==> src/rtl/iopmp_pkg.sv <==
`default_nettype none
// ============================================================================
// Module      : iopmp_pkg
// Description : Shared IOPMP types. Holds the access-type encoding seen by
//               the rule checker and the state encoding of the check arbiter.
// Revision    : 1.0 - initial release
// ============================================================================
package iopmp_pkg;

    // Access type presented to the rule checker.
    typedef enum logic [1:0] {
        ACCESS_NONE    = 2'd0,
        ACCESS_READ    = 2'd1,
        ACCESS_WRITE   = 2'd2,
        ACCESS_EXECUTE = 2'd3
    } iopmp_access_t;

    // Check arbiter sequencing: accept, check (one cycle), respond.
    typedef enum logic [1:0] {
        ARB_IDLE  = 2'd0,
        ARB_CHECK = 2'd1,
        ARB_RESP  = 2'd2
    } arb_state_e;

endpackage : iopmp_pkg
`default_nettype wire

==> src/rtl/iopmp_check_arbiter_if.sv <==
`default_nettype none
// ============================================================================
// Module      : iopmp_check_arbiter_if
// Description : Bundle between the DMA requesters, the shared IOPMP checker
//               and the check arbiter.
//               slave  : arbiter side (requests/verdict in, grants/checker
//                        drive/verdicts/counters out)
//               master : environment side (requesters + checker)
//               Ports  : req_valid_i/req_ready_o/req_addr_i/req_access_i,
//                        rsp_valid_o/rsp_allow_o/rsp_ready_i,
//                        chk_valid_o/chk_addr_o/chk_sid_o/chk_access_o/
//                        chk_allow_i, cnt_clr_i, deny_cnt_o, busy_o
// Revision    : 1.0 - initial release
// ============================================================================
interface iopmp_check_arbiter_if #(
    parameter int NR_MASTERS = 2,
    parameter int PLEN       = 34,
    parameter int SID_W      = (NR_MASTERS == 1) ? 1 : $clog2(NR_MASTERS),
    parameter int CNT_W      = 16
);
    import iopmp_pkg::*;

    logic          [NR_MASTERS-1:0]            req_valid_i;
    logic          [NR_MASTERS-1:0]            req_ready_o;
    logic          [NR_MASTERS-1:0][PLEN-1:0]  req_addr_i;
    iopmp_access_t [NR_MASTERS-1:0]            req_access_i;

    logic          [NR_MASTERS-1:0]            rsp_valid_o;
    logic          [NR_MASTERS-1:0]            rsp_allow_o;
    logic          [NR_MASTERS-1:0]            rsp_ready_i;

    logic                                      chk_valid_o;
    logic          [PLEN-1:0]                  chk_addr_o;
    logic          [SID_W-1:0]                 chk_sid_o;
    iopmp_access_t                             chk_access_o;
    logic                                      chk_allow_i;

    logic                                      cnt_clr_i;
    logic          [NR_MASTERS-1:0][CNT_W-1:0] deny_cnt_o;
    logic                                      busy_o;

    modport slave (
        input  req_valid_i, req_addr_i, req_access_i, rsp_ready_i,
               chk_allow_i, cnt_clr_i,
        output req_ready_o, rsp_valid_o, rsp_allow_o, chk_valid_o,
               chk_addr_o, chk_sid_o, chk_access_o, deny_cnt_o, busy_o
    );

    modport master (
        output req_valid_i, req_addr_i, req_access_i, rsp_ready_i,
               chk_allow_i, cnt_clr_i,
        input  req_ready_o, rsp_valid_o, rsp_allow_o, chk_valid_o,
               chk_addr_o, chk_sid_o, chk_access_o, deny_cnt_o, busy_o
    );

endinterface : iopmp_check_arbiter_if
`default_nettype wire

==> src/rtl/rr_arbiter.sv <==
`default_nettype none
// ============================================================================
// Module      : rr_arbiter
// Description : Combinational round-robin pick. Returns the first set request
//               bit searching upward from ptr, wrapping modulo NR_MASTERS.
//               req       : request vector
//               ptr       : highest-priority index
//               gnt_idx   : chosen index (0 when nothing requested)
//               gnt_valid : at least one request present
// Revision    : 1.0 - initial release
// ============================================================================
module rr_arbiter #(
    parameter int NR_MASTERS = 2,
    parameter int SID_W      = (NR_MASTERS == 1) ? 1 : $clog2(NR_MASTERS)
) (
    input  logic [NR_MASTERS-1:0] req,
    input  logic [SID_W-1:0]      ptr,
    output logic [SID_W-1:0]      gnt_idx,
    output logic                  gnt_valid
);

    logic [SID_W-1:0] w_idx;

    always_comb begin
        gnt_idx   = '0;
        gnt_valid = 1'b0;
        w_idx     = '0;
        for (int i = 0; i < NR_MASTERS; i++) begin
            // Candidate i positions after the pointer; the modulo keeps the
            // index inside the request vector for non power-of-two counts.
            w_idx = SID_W'((int'(ptr) + i) % NR_MASTERS);
            if (!gnt_valid && req[w_idx]) begin
                gnt_valid = 1'b1;
                gnt_idx   = w_idx;
            end
        end
    end

endmodule : rr_arbiter
`default_nettype wire

==> src/rtl/iopmp_check_arbiter.sv <==
`default_nettype none
// ============================================================================
// Module      : iopmp_check_arbiter
// Description : Shares one combinational IOPMP rule checker between
//               NR_MASTERS DMA requesters. One request is in flight at a time:
//               IDLE accepts a round-robin grant, CHECK drives the checker for
//               exactly one cycle and registers its verdict, RESP returns the
//               verdict to the granted master. Keeps a saturating deny
//               counter per master.
//               clk_i  : clock
//               rst_ni : asynchronous active-low reset
//               bus    : iopmp_check_arbiter_if.slave (requests, responses,
//                        checker drive/verdict, counters, busy)
// Revision    : 1.0 - initial release
// ============================================================================
module iopmp_check_arbiter
    import iopmp_pkg::*;
#(
    parameter int NR_MASTERS = 2,
    parameter int PLEN       = 34,
    parameter int SID_W      = (NR_MASTERS == 1) ? 1 : $clog2(NR_MASTERS),
    parameter int CNT_W      = 16
) (
    input  logic                  clk_i,
    input  logic                  rst_ni,
    iopmp_check_arbiter_if.slave  bus
);

    localparam logic [SID_W-1:0] c_last_idx = SID_W'(NR_MASTERS - 1);
    localparam logic [CNT_W-1:0] c_cnt_max  = {CNT_W{1'b1}};

    arb_state_e                           r_state;
    arb_state_e                           w_state_nxt;
    logic          [SID_W-1:0]            r_rr;
    logic          [SID_W-1:0]            r_gnt;
    logic          [PLEN-1:0]             r_addr;
    iopmp_access_t                        r_access;
    logic                                 r_allow;
    logic          [NR_MASTERS-1:0][CNT_W-1:0] r_deny_cnt;

    logic          [SID_W-1:0]            w_arb_idx;
    logic                                 w_arb_valid;
    logic                                 w_grant;
    logic                                 w_check;
    logic                                 w_rsp_done;

    rr_arbiter #(
        .NR_MASTERS (NR_MASTERS),
        .SID_W      (SID_W)
    ) u_rr_arbiter (
        .req        (bus.req_valid_i),
        .ptr        (r_rr),
        .gnt_idx    (w_arb_idx),
        .gnt_valid  (w_arb_valid)
    );

    // ------------------------------------------------------------------
    // FSM state register
    // ------------------------------------------------------------------
    always_ff @(posedge clk_i or negedge rst_ni) begin
        if (!rst_ni) begin
            r_state <= ARB_IDLE;
        end else begin
            r_state <= w_state_nxt;
        end
    end

    // ------------------------------------------------------------------
    // FSM next state and handshake outputs
    // ------------------------------------------------------------------
    always_comb begin
        w_state_nxt     = r_state;
        w_grant         = 1'b0;
        w_check         = 1'b0;
        w_rsp_done      = 1'b0;
        bus.req_ready_o = '0;
        bus.rsp_valid_o = '0;
        bus.rsp_allow_o = '0;
        bus.chk_valid_o = 1'b0;

        case (r_state)
            ARB_IDLE: begin
                if (w_arb_valid) begin
                    w_grant                    = 1'b1;
                    bus.req_ready_o[w_arb_idx] = 1'b1;
                    w_state_nxt                = ARB_CHECK;
                end
            end
            ARB_CHECK: begin
                bus.chk_valid_o = 1'b1;
                w_check         = 1'b1;
                w_state_nxt     = ARB_RESP;
            end
            ARB_RESP: begin
                bus.rsp_valid_o[r_gnt] = 1'b1;
                bus.rsp_allow_o[r_gnt] = r_allow;
                if (bus.rsp_ready_i[r_gnt]) begin
                    w_rsp_done  = 1'b1;
                    w_state_nxt = ARB_IDLE;
                end
            end
            default: begin
                w_state_nxt = ARB_IDLE;
            end
        endcase
    end

    // ------------------------------------------------------------------
    // Latched request, verdict and round-robin pointer. The checker inputs
    // come straight from these registers so they never glitch and simply
    // hold outside CHECK.
    // ------------------------------------------------------------------
    always_ff @(posedge clk_i or negedge rst_ni) begin
        if (!rst_ni) begin
            r_gnt    <= '0;
            r_addr   <= '0;
            r_access <= ACCESS_NONE;
            r_allow  <= 1'b0;
            r_rr     <= '0;
        end else begin
            if (w_grant) begin
                r_gnt    <= w_arb_idx;
                r_addr   <= bus.req_addr_i[w_arb_idx];
                r_access <= bus.req_access_i[w_arb_idx];
            end
            if (w_check) begin
                r_allow <= bus.chk_allow_i;
            end
            // Pointer moves only on response completion, just past the
            // master that was served.
            if (w_rsp_done) begin
                r_rr <= (r_gnt == c_last_idx) ? '0 : r_gnt + 1'b1;
            end
        end
    end

    // ------------------------------------------------------------------
    // Saturating per-master deny counters; clear beats a same-cycle deny.
    // ------------------------------------------------------------------
    always_ff @(posedge clk_i or negedge rst_ni) begin
        if (!rst_ni) begin
            r_deny_cnt <= '0;
        end else if (bus.cnt_clr_i) begin
            r_deny_cnt <= '0;
        end else if (w_check && !bus.chk_allow_i) begin
            for (int m = 0; m < NR_MASTERS; m++) begin
                if ((r_gnt == SID_W'(m)) && (r_deny_cnt[m] != c_cnt_max)) begin
                    r_deny_cnt[m] <= r_deny_cnt[m] + 1'b1;
                end
            end
        end
    end

    assign bus.chk_addr_o   = r_addr;
    assign bus.chk_sid_o    = r_gnt;
    assign bus.chk_access_o = r_access;
    assign bus.deny_cnt_o   = r_deny_cnt;
    assign bus.busy_o       = (r_state != ARB_IDLE);

endmodule : iopmp_check_arbiter
`default_nettype wire

==> src/flat_wrapper.sv <==
// flat-port wrapper written by rule: the top's interface ports become plain ports
module iopmp_check_arbiter_flat import iopmp_pkg::*;
#(
    parameter int NR_MASTERS = 2,
    parameter int PLEN       = 34,
    parameter int SID_W      = (NR_MASTERS == 1) ? 1 : $clog2(NR_MASTERS),
    parameter int CNT_W      = 16
)
  (clk_i, rst_ni, bus_req_valid_i, bus_req_addr_i, bus_req_access_i, bus_rsp_ready_i, bus_chk_allow_i, bus_cnt_clr_i, bus_req_ready_o, bus_rsp_valid_o, bus_rsp_allow_o, bus_chk_valid_o, bus_chk_addr_o, bus_chk_sid_o, bus_chk_access_o, bus_deny_cnt_o, bus_busy_o);
  iopmp_check_arbiter_if #(.NR_MASTERS(NR_MASTERS), .PLEN(PLEN), .SID_W(SID_W), .CNT_W(CNT_W)) bus_i ();
  input  logic clk_i;
  input  logic rst_ni;
  input wire logic [$bits(bus_i.req_valid_i)-1:0] bus_req_valid_i;
  input wire logic [$bits(bus_i.req_addr_i)-1:0] bus_req_addr_i;
  input wire logic [$bits(bus_i.req_access_i)-1:0] bus_req_access_i;
  input wire logic [$bits(bus_i.rsp_ready_i)-1:0] bus_rsp_ready_i;
  input wire logic [$bits(bus_i.chk_allow_i)-1:0] bus_chk_allow_i;
  input wire logic [$bits(bus_i.cnt_clr_i)-1:0] bus_cnt_clr_i;
  output wire logic [$bits(bus_i.req_ready_o)-1:0] bus_req_ready_o;
  output wire logic [$bits(bus_i.rsp_valid_o)-1:0] bus_rsp_valid_o;
  output wire logic [$bits(bus_i.rsp_allow_o)-1:0] bus_rsp_allow_o;
  output wire logic [$bits(bus_i.chk_valid_o)-1:0] bus_chk_valid_o;
  output wire logic [$bits(bus_i.chk_addr_o)-1:0] bus_chk_addr_o;
  output wire logic [$bits(bus_i.chk_sid_o)-1:0] bus_chk_sid_o;
  output wire logic [$bits(bus_i.chk_access_o)-1:0] bus_chk_access_o;
  output wire logic [$bits(bus_i.deny_cnt_o)-1:0] bus_deny_cnt_o;
  output wire logic [$bits(bus_i.busy_o)-1:0] bus_busy_o;
  assign bus_i.req_valid_i = bus_req_valid_i;
  assign bus_i.req_addr_i = bus_req_addr_i;
  assign bus_i.req_access_i = bus_req_access_i;
  assign bus_i.rsp_ready_i = bus_rsp_ready_i;
  assign bus_i.chk_allow_i = bus_chk_allow_i;
  assign bus_i.cnt_clr_i = bus_cnt_clr_i;
  assign bus_req_ready_o = bus_i.req_ready_o;
  assign bus_rsp_valid_o = bus_i.rsp_valid_o;
  assign bus_rsp_allow_o = bus_i.rsp_allow_o;
  assign bus_chk_valid_o = bus_i.chk_valid_o;
  assign bus_chk_addr_o = bus_i.chk_addr_o;
  assign bus_chk_sid_o = bus_i.chk_sid_o;
  assign bus_chk_access_o = bus_i.chk_access_o;
  assign bus_deny_cnt_o = bus_i.deny_cnt_o;
  assign bus_busy_o = bus_i.busy_o;
  iopmp_check_arbiter #(.NR_MASTERS(NR_MASTERS), .PLEN(PLEN), .SID_W(SID_W), .CNT_W(CNT_W)) u_core (.clk_i(clk_i), .rst_ni(rst_ni), .bus(bus_i));
endmodule
==> config.mk <==
export PLATFORM = sky130hd
export DESIGN_NAME = iopmp_check_arbiter_flat
export DESIGN_NICKNAME = d
export VERILOG_FILES = /design/src/rtl/iopmp_pkg.sv /design/src/rtl/iopmp_check_arbiter_if.sv /design/src/rtl/rr_arbiter.sv /design/src/rtl/iopmp_check_arbiter.sv /design/src/flat_wrapper.sv
export SDC_FILE = /design/constraint.sdc
export NUM_CORES = 1
export LEC_CHECK = 0
export CORE_MARGIN = 3
export CORE_UTILIZATION = 46
export CTS_BUF_LIST = sky130_fd_sc_hd__clkbuf_8 sky130_fd_sc_hd__clkbuf_16
export DETAILED_ROUTE_END_ITERATION = 7
export GPL_TIMING_DRIVEN = 0
export PLACE_DENSITY = 0.95
export REMOVE_ABC_BUFFERS = 1
export SETUP_SLACK_MARGIN = 0.5
export SLEW_MARGIN = 10
export SYNTH_ARGS = -nofsm -noshare
export SYNTH_HDL_FRONTEND = slang
export SYNTH_HIERARCHICAL = 1
export SYNTH_SLANG_ARGS = --single-unit
==> constraint.sdc <==
create_clock -name clk_i -period 3.3 [get_ports clk_i]
set_clock_uncertainty 0.2 [all_clocks]
set_input_delay 0.66 -clock clk_i [delete_from_list [all_inputs] [get_ports clk_i]]
set_output_delay 0.66 -clock clk_i [all_outputs]
set_load 0.02 [all_outputs]
==> out/results.ini <==
[pwr]
cellPowerDensity_nw_per_um2=705.0
p_total_w=0.003987
ir_drop_uv=534.4
p_leak_nw=2.425

[status]
outcome=completed

[synth]
ys_top_cells_by_area=dfrtp_1 (50%), mux2i_1 (11%), nor2_1 (6.7%)
syn_area_um2=3620
synth_top_area_cell=dfrtp_1
synth_top_area_share_pct=50.47
syn-instance-count=364
synth-seq-cells=73
yosysWarningCount=6
syn_area_per_cell_um2=9.944
yosysSeqAreaShare_pct=50.47
synth_cell_types=41

[global_routing]
grtUsageMet2_pct=42.87
met1_usage_pct=28.66
busiest_layer=met2
grt_pass1_wl_um=17270
antenna_found_initial=0
track_usage_pct=25.08
grtUsageMet3_pct=5.976
grt.overflow.total=0
first_global_vias=3500
grt_max_degree=50

[routing]
dr.pass1.iters=4
drc=0
drt_iter0_drc=136
vias_per_cell=5.520
ant_nets=0
drt_wl_total_um=11480
vias=3461
wire_per_inst_um=18.31

[timing]
worst_pin_slew_ns=1.208
finalSetupViolCount=0
fmax_ghz=0.3646
grt_setup_unrepaired=false
worst_slack_ns=0.5569
finalCriticalPeriod_ns=2.743
finalHoldViolCount=0
relSlewSlack_pct=19.22
maxSlewViolCount=0
holdWs_ns=0.003519
fin_crit_sh_pct=83.12

[floorplanning]
ioPinCount=157
chipWidth_um=94.71
num_rows=31
die_h_um=94.71
core_area_um2=7447
dieArea_um2=8969
start_util_pct=48.61

[place]
place_ws_ns=-0.5464
gp_congestion=0.8531
portBuffers=156
dp_hpwl_um=8150

[worst_setup_path]
worst_setup_path_end_kind=output port
cp.arrival_ns=1.88
critPathLaunchType=register
worstPathMaxFanout=12
r2r_setup_slack_ns=0.83
critPathKind=reg2out
worst_ep_required_time_ns=2.44

[layout]
n_fill_cell=468
diodes=0
fin_util_pct=75.94
num-nets-final=606
syn2layout_area_growth_pct=56.24
drive_gt1_share_pct=7.576

[clocking]
h-tree-depth=3
cts_buffers=9
clk_pin_slew_ns=0.08
clkSinkCount=73
clockBufferDepth=2
cts_tree=built
cts-root-buf=clkbuf_8
clock_latency_ns=0.35

[min_path]
hp-class=in2async

[flow_run]
max_cap_viol_count=0

worst max-delay path, cell delays in order (launching register included):
cell and delay [ns]:
dfrtp_1 0.45, or2_2 0.39, nor2_4 0.16, buf_12 0.15
and2_1 0.13, clkdlybuf4s15_2 0.25
final cells by class:
type                       count  area [um2]  area share [%]
sequential                    73        1827           32.30
multi-input combinational    269        1740           30.77
timing repair buffer         166        1728           30.55
clock buffer                  10       137.6           2.434
tap                           99       123.9           2.190
clock inverter                 5       80.08           1.416
inverter                       5       18.77          0.3319
timing repair:
action,CTS,global route
buffers inserted,5,0
hold buffers,0,0
gates resized for setup,12,2
endpoints found under the setup margin,6,4
pin swaps,1,0
gates cloned,3,0
state kept, by name, summed over array words and instances (netlist names):
name,flops
u_core/bus.deny_cnt_o,32
u_core/bus.chk_access_o,2
u_core/r_allow,1
u_core/r_rr,1
u_core/r_state,2
u_core/bus.chk_sid_o,1
u_core/bus.chk_addr_o,34
path summary, 6_finish.rpt:
path                                                       startpoint                               endpoint  cells past startpoint
worst max-delay path                    u_core/r_state[1]$_DFFE_PN0P_                     bus_req_ready_o[1]                      5
max in group asynchronous                                      rst_ni  u_core/bus.chk_addr_o[18]$_DFFE_PN0P_                      2
worst min register to register   u_core/bus.chk_addr_o[3]$_DFFE_PN0P_   u_core/bus.chk_addr_o[3]$_DFFE_PN0P_                      2
worst max register to register  u_core/bus.deny_cnt_o[16]$_DFFE_PN0P_  u_core/bus.deny_cnt_o[16]$_DFFE_PN0P_                      6
worst min-delay path                                           rst_ni   u_core/bus.chk_addr_o[2]$_DFFE_PN0P_                      1
min in group clk_i               u_core/bus.chk_addr_o[3]$_DFFE_PN0P_   u_core/bus.chk_addr_o[3]$_DFFE_PN0P_                      2
cell usage in the layout (no fill, tap or decap), types with 3 or more instances in the layout:
master / count
a21oi_1: 41
and2_1: 3
and3_1: 13
buf_4: 6
clkbuf_8: 10
clkdlybuf4s50_1: 149
dfrtp_1: 73
dlygate4sd2_1: 3
inv_1: 4
mux2i_1: 39
nand2_1: 13
nand3_1: 9
nand4_1: 8
nor2_1: 64
nor2b_1: 4
nor3_1: 7
o211ai_1: 5
o21ai_0: 8
or3_1: 4
xnor2_1: 9
xor2_1: 14
per-stage QoR:
step	cells	TNS, ns	instance area, um2
3_3_place_gp	601	-163.55	5234
3_5_place_dp	604	-0.6988	5318
4_1_cts	627	0	5648
6_report	627	0	5655
2_1_floorplan	346	-32.27	3548
5_1_grt	627	0	5655
per-layer routing:
| metal | part of all wire, % | routed length [um] |
|---|---|---|
| met4 | 5.0 | 570 |
| met3 | 5.6 | 640 |
| met5 | 0 | 0 |
| met1 | 37 | 4273 |
| met2 | 52 | 5997 |
power breakdown:
group / internal [W] / switching, W / leakage [nW]
clock network: 0.000441 / 0.000338 / 0.104
registers: 0.00115 / 0.000179 / 0.900
logic: 0.000899 / 0.000982 / 1.42
kinds of logic (layout without fill, tap and decap cells):
logic type | Yosys count | in the layout | share of synthesized area [%]
AO/OA/AOI/OAI | 60 | 60 | 9.368
XOR/XNOR | 23 | 23 | 5.565
adder cells (fa/ha/maj) | 2 | 2 | 0.6912
buffers and inverters | 23 | 186 | 2.489
flip-flops | 73 | 73 | 50.47
multiplexers | 41 | 41 | 11.41
AND/OR/NAND/NOR | 142 | 143 | 20.01
cell usage after synthesis:
cell type and count:
a21boi_1 1, a21o_1 1, a21oi_1 41, a31oi_1 1
and2_1 3, and3_1 13, and4_1 2, and4bb_2 1
buf_1 8, buf_2 3, clkbuf_1 7, dfrtp_1 73
ha_1 2, inv_1 5, mux2_2 2, mux2i_1 39
nand2_1 13, nand2b_1 1, nand3_1 9, nand4_1 8
nand4b_1 1, nand4bb_1 1, nor2_1 65, nor2b_1 5
nor3_1 7, nor3b_1 1, nor4_1 1, nor4b_1 1
nor4b_2 1, nor4b_4 1, o211ai_1 5, o21ai_0 8
o21bai_1 1, o21bai_4 1, o41ai_1 1, or2_1 1
or2_2 1, or3_1 4, or4_1 2, xnor2_1 9
xor2_1 14
Note: power is estimated with default switching activity, not from simulation.
